[src/rtl/input_conditioner_pkg.sv]
// Shared definitions for the input conditioner and the downstream
// sequence-detector FSM that consumes its w output.
//   cond_state_t : 2-bit debounce FSM state encoding
//   cnt_width()  : width of the qualification counter for a given debounce length
package input_conditioner_pkg;

    // The encodings are fixed because the downstream FSM decodes the same values.
    typedef enum logic [1:0] {
        STABLE_LOW  = 2'd0,
        QUAL_HIGH   = 2'd1,
        STABLE_HIGH = 2'd2,
        QUAL_LOW    = 2'd3
    } cond_state_t;

    function automatic int unsigned cnt_width(input int unsigned debounce_cycles);
        return $clog2(debounce_cycles + 1);
    endfunction

endpackage

[src/rtl/input_conditioner_sync_chain.sv]
// Generic multi-flop synchronizer with asynchronous active-low clear.
//   clk   : sampling clock
//   reset : asynchronous active-low clear of every stage
//   d     : asynchronous input level
//   q     : synchronized level (last stage)
module sync_chain #(
    parameter int unsigned STAGES = 2
) (
    input  logic clk,
    input  logic reset,
    input  logic d,
    output logic q
);

    logic [STAGES-1:0] ff;

    always_ff @(posedge clk or negedge reset) begin
        if (!reset) begin
            ff <= '0;
        end else begin
            ff <= {ff[STAGES-2:0], d};
        end
    end

    assign q = ff[STAGES-1];

endmodule

[src/rtl/input_conditioner.sv]
// Turns a raw asynchronous switch level into a debounced, clock-synchronous
// bit w, plus one-cycle edge pulses and a saturating glitch counter.
//   clk          : rising-edge clock
//   reset        : asynchronous active-low reset
//   raw_in       : raw asynchronous level
//   w            : debounced, synchronized level
//   w_rise       : one-cycle pulse when w goes 0->1
//   w_fall       : one-cycle pulse when w goes 1->0
//   stable       : 1 while no transition is being qualified
//   glitch_count : number of rejected transitions, saturating at all-ones
module input_conditioner
    import input_conditioner_pkg::*;
#(
    parameter int unsigned SYNC_STAGES     = 2,
    parameter int unsigned DEBOUNCE_CYCLES = 4,
    parameter int unsigned GLITCH_W        = 8
) (
    input  logic                clk,
    input  logic                reset,
    input  logic                raw_in,
    output logic                w,
    output logic                w_rise,
    output logic                w_fall,
    output logic                stable,
    output logic [GLITCH_W-1:0] glitch_count
);

    localparam int unsigned     CW        = cnt_width(DEBOUNCE_CYCLES);
    localparam logic [CW-1:0]   CNT_LAST  = CW'(DEBOUNCE_CYCLES - 1);
    localparam bit              ONE_CYCLE = (DEBOUNCE_CYCLES == 1);

    logic          s;
    cond_state_t   state;
    logic [CW-1:0] cnt;

    sync_chain #(.STAGES(SYNC_STAGES)) u_sync (
        .clk   (clk),
        .reset (reset),
        .d     (raw_in),
        .q     (s)
    );

    always_ff @(posedge clk or negedge reset) begin
        if (!reset) begin
            state        <= STABLE_LOW;
            cnt          <= '0;
            w            <= 1'b0;
            w_rise       <= 1'b0;
            w_fall       <= 1'b0;
            stable       <= 1'b1;
            glitch_count <= '0;
        end else begin
            w_rise <= 1'b0;
            w_fall <= 1'b0;
            case (state)
                STABLE_LOW: begin
                    if (s) begin
                        // A single sample is enough to commit when the debounce length is 1.
                        if (ONE_CYCLE) begin
                            state  <= STABLE_HIGH;
                            w      <= 1'b1;
                            w_rise <= 1'b1;
                            cnt    <= '0;
                        end else begin
                            state  <= QUAL_HIGH;
                            cnt    <= CW'(1);
                            stable <= 1'b0;
                        end
                    end
                end
                QUAL_HIGH: begin
                    if (!s) begin
                        state  <= STABLE_LOW;
                        cnt    <= '0;
                        stable <= 1'b1;
                        if (glitch_count != '1) glitch_count <= glitch_count + GLITCH_W'(1);
                    end else if (cnt == CNT_LAST) begin
                        state  <= STABLE_HIGH;
                        w      <= 1'b1;
                        w_rise <= 1'b1;
                        cnt    <= '0;
                        stable <= 1'b1;
                    end else begin
                        cnt <= cnt + CW'(1);
                    end
                end
                STABLE_HIGH: begin
                    if (!s) begin
                        if (ONE_CYCLE) begin
                            state  <= STABLE_LOW;
                            w      <= 1'b0;
                            w_fall <= 1'b1;
                            cnt    <= '0;
                        end else begin
                            state  <= QUAL_LOW;
                            cnt    <= CW'(1);
                            stable <= 1'b0;
                        end
                    end
                end
                QUAL_LOW: begin
                    if (s) begin
                        state  <= STABLE_HIGH;
                        cnt    <= '0;
                        stable <= 1'b1;
                        if (glitch_count != '1) glitch_count <= glitch_count + GLITCH_W'(1);
                    end else if (cnt == CNT_LAST) begin
                        state  <= STABLE_LOW;
                        w      <= 1'b0;
                        w_fall <= 1'b1;
                        cnt    <= '0;
                        stable <= 1'b1;
                    end else begin
                        cnt <= cnt + CW'(1);
                    end
                end
                default: begin
                    state  <= STABLE_LOW;
                    w      <= 1'b0;
                    cnt    <= '0;
                    stable <= 1'b1;
                end
            endcase
        end
    end

endmodule
[config.mk]
export PLATFORM = sky130hd
export DESIGN_NAME = input_conditioner
export DESIGN_NICKNAME = d
export VERILOG_FILES = /design/src/rtl/input_conditioner_pkg.sv /design/src/rtl/input_conditioner_sync_chain.sv /design/src/rtl/input_conditioner.sv
export SDC_FILE = /design/constraint.sdc
export NUM_CORES = 1
export LEC_CHECK = 0
export ABC_AREA = 1
export CAP_MARGIN = 20
export CORE_MARGIN = 2
export CORE_UTILIZATION = 59
export DETAILED_ROUTE_END_ITERATION = 10
export DONT_BUFFER_PORTS = 1
export HOLD_SLACK_MARGIN = 0.15
export PLACE_DENSITY = 0.86
export SLEW_MARGIN = 30
export SYNTH_ARGS = -nofsm -noshare
export SYNTH_HDL_FRONTEND = slang
export SYNTH_SLANG_ARGS = --single-unit
export TNS_END_PERCENT = 20
[constraint.sdc]
create_clock -name clk -period 1.8 [get_ports clk]
set_clock_uncertainty 0.2 [all_clocks]
set_input_delay 0.54 -clock clk [delete_from_list [all_inputs] [get_ports clk]]
set_output_delay 0.54 -clock clk [all_outputs]
set_load 0.02 [all_outputs]
==> out/results.ini <==
[placement]
dp_hpwl_mm = 1.22
gp_congestion = 0.801
io_buffers = 0
placed_area_um2 = 953

[cts]
clkTransAtPathRegs_ps = 120
post-cts-setup-buffers = 0
cts_tree = done
h-tree-depth = 1
ctsResizeCount = 0
numClockSinks = 19
hold_buffers = 2
root_buffer = clkbuf_4
tritoncts.num_buffers = 3
cts_buffer_depth = 2
worstSkewPairLatency_ps = 310

[detailed_routing]
wirelength_mm = 1.67
drt_pass1_iterations = 4
drt_iter0_markers = 12
drt-wirelength-per-cell_um = 12.3
drtAntennaViolNets = 0
via_count = 745
avgViaCountPerCell = 5.48
drcViolationCount = 0

[worst_setup_path]
end_kind = output pin
r2r_end = glitch_count[7]
worstSetupPathType = reg -> out
crit_path_max_fanout = 2
arrival_ps = 920
startpoint = stable
rr_worst_depth = 7
startpoint_type = flop
worstReg2RegStart = glitch_count[2]
cp_data_required_time_ps = 1060
rrSetupSlack_ps = 270

[floorplan]
core-area_um2 = 1470
die_w_um = 43.1
row_count = 14
fp.dieH_um = 43.1
die-area_um2 = 1860
start_util_pct = 61.4
ios = 15

[synth]
post_synth_num_cell_types = 20
netlist_area_um2 = 903
ys_seq_elements = 19
yosysSeqAreaShare_pct = 52.8
synth_nets = 115
yosys_warnings = 0
syn_avg_cell_area_um2 = 8.21
netlist_instances = 110

[global_routing]
grt_max_degree = 20
grt_usage_pct = 20.7
antenna_found_initial = 0
grt_pass1_vias = 670
grt_overflow = 0
grt_pass1_wl_mm = 2.81

[sta]
setup_tns_ps = 0
min_period_over_period_pct = 92.4
relSlewSlack_pct = 44.3
whs_ps = 173
post-route-min-period_ps = 1660
tightest_slew_ps = 832
max_freq_mhz = 601
rsz0062_at_grt = no
finalSetupViolations = 0
maxSlewViolCount = 0
hold_viol = 0

[finish]
diodes = 0
final_core_util_pct = 68.2
drive_gt1_share_pct = 13.3
synthToLayoutAreaGrowth_pct = 11.1
stdcell_area_um2 = 1000
nets = 126

[hold_path]
min_from = u_sync.ff[0]
min-delay-path-class = reg -> reg
min_path_cells = 0
min_to = u_sync.ff[1]

[run]
max_cap_viol_count = 0

[pwr]
power_leakage_nw = 0.519
powerDensity_nw_per_um2 = 1400
ir_drop_uv = 959

[run_status]
outcome = finished clean

==> synthesized netlist by cell type (all sizes together) <==
cell   count  area, um^2
dfrtp     18         450
dfstp      1        26.3
ha         2        25.0
inv       16        62.6
nand2     42         170
nand3      9        45.0
nand4      1        6.26
nor2      10        47.6
o21a       1        7.51
o21ai      6        30.0
o22ai      1        6.26
xnor2      2        17.5
xor2       1        8.76
==> kinds of logic after synthesis <==
group	synth area share, %
flops	52.8
xor+xnor	2.91
fa+ha+maj	2.77
compound gates	4.85
simple gates	29.8
buf+inv	6.93
==> stage by stage <==
step / power (mW) / cells / worst slack, ps
after global routing: 1.50 / 136 / 110
after detailed placement: 1.17 / 130 / 307
after CTS: 1.41 / 136 / 136
after global placement: 1.14 / 130 / 329
after floorplan: 1.04 / 110 / 264
final: 1.41 / 136 / 136
==> state kept, by name (all words and copies together), names as in the netlist, named ones only <==
register	cells
state	1
cnt	3
w	1
glitch_count	8
w_fall	1
u_sync.ff	2
w_rise	1
stable	1
==> routing by layer <==
metal  track usage [%]  vias up  part of all wire, %
li1                  -      358                    -
met4              13.9        0                  3.4
met2              30.7       24                   47
met5                 0        -                    0
met1              27.7      356                   43
met3              2.98        7                  5.9
==> placed cells by master, fill, tap and decap left out, types with 2 or more instances in the layout <==
master	instances
o21ai_1	2
dlygate4sd3_1	2
o21ai_0	4
nand2_1	39
inv_1	14
xnor2_1	2
ha_1	2
clkbuf_4	3
buf_4	4
nor2_1	8
dfrtp_1	18
nand3_1	9
nand2_2	2
==> cell type report <==
type | instances | area [um^2]
repair buffers | 6 | 50.0
clock buffers | 3 | 22.5
inverters | 16 | 62.6
multi-input cells | 75 | 364
fillers | 123 | 468
flip-flops and latches | 19 | 477
clock inverters | 1 | 7.51
well taps | 16 | 20.0
==> worst max-delay path by stage <==
stage / endpoint / slack, ps / cells past startpoint
2_1_floorplan: glitch_count[5] / 260 / 8
3_3_place_gp: glitch_count[7] / 330 / 7
3_5_place_dp: glitch_count[7] / 310 / 7
4_1_cts: stable / 140 / 0
5_1_grt: stable / 110 / 0
6_report: stable / 140 / 0
==> power breakdown <==
part	internal (mW)	switching, mW
clock network	0.0850	0.146
logic	0.168	0.300
registers	0.545	0.164
(Power assumes the default switching activity.)
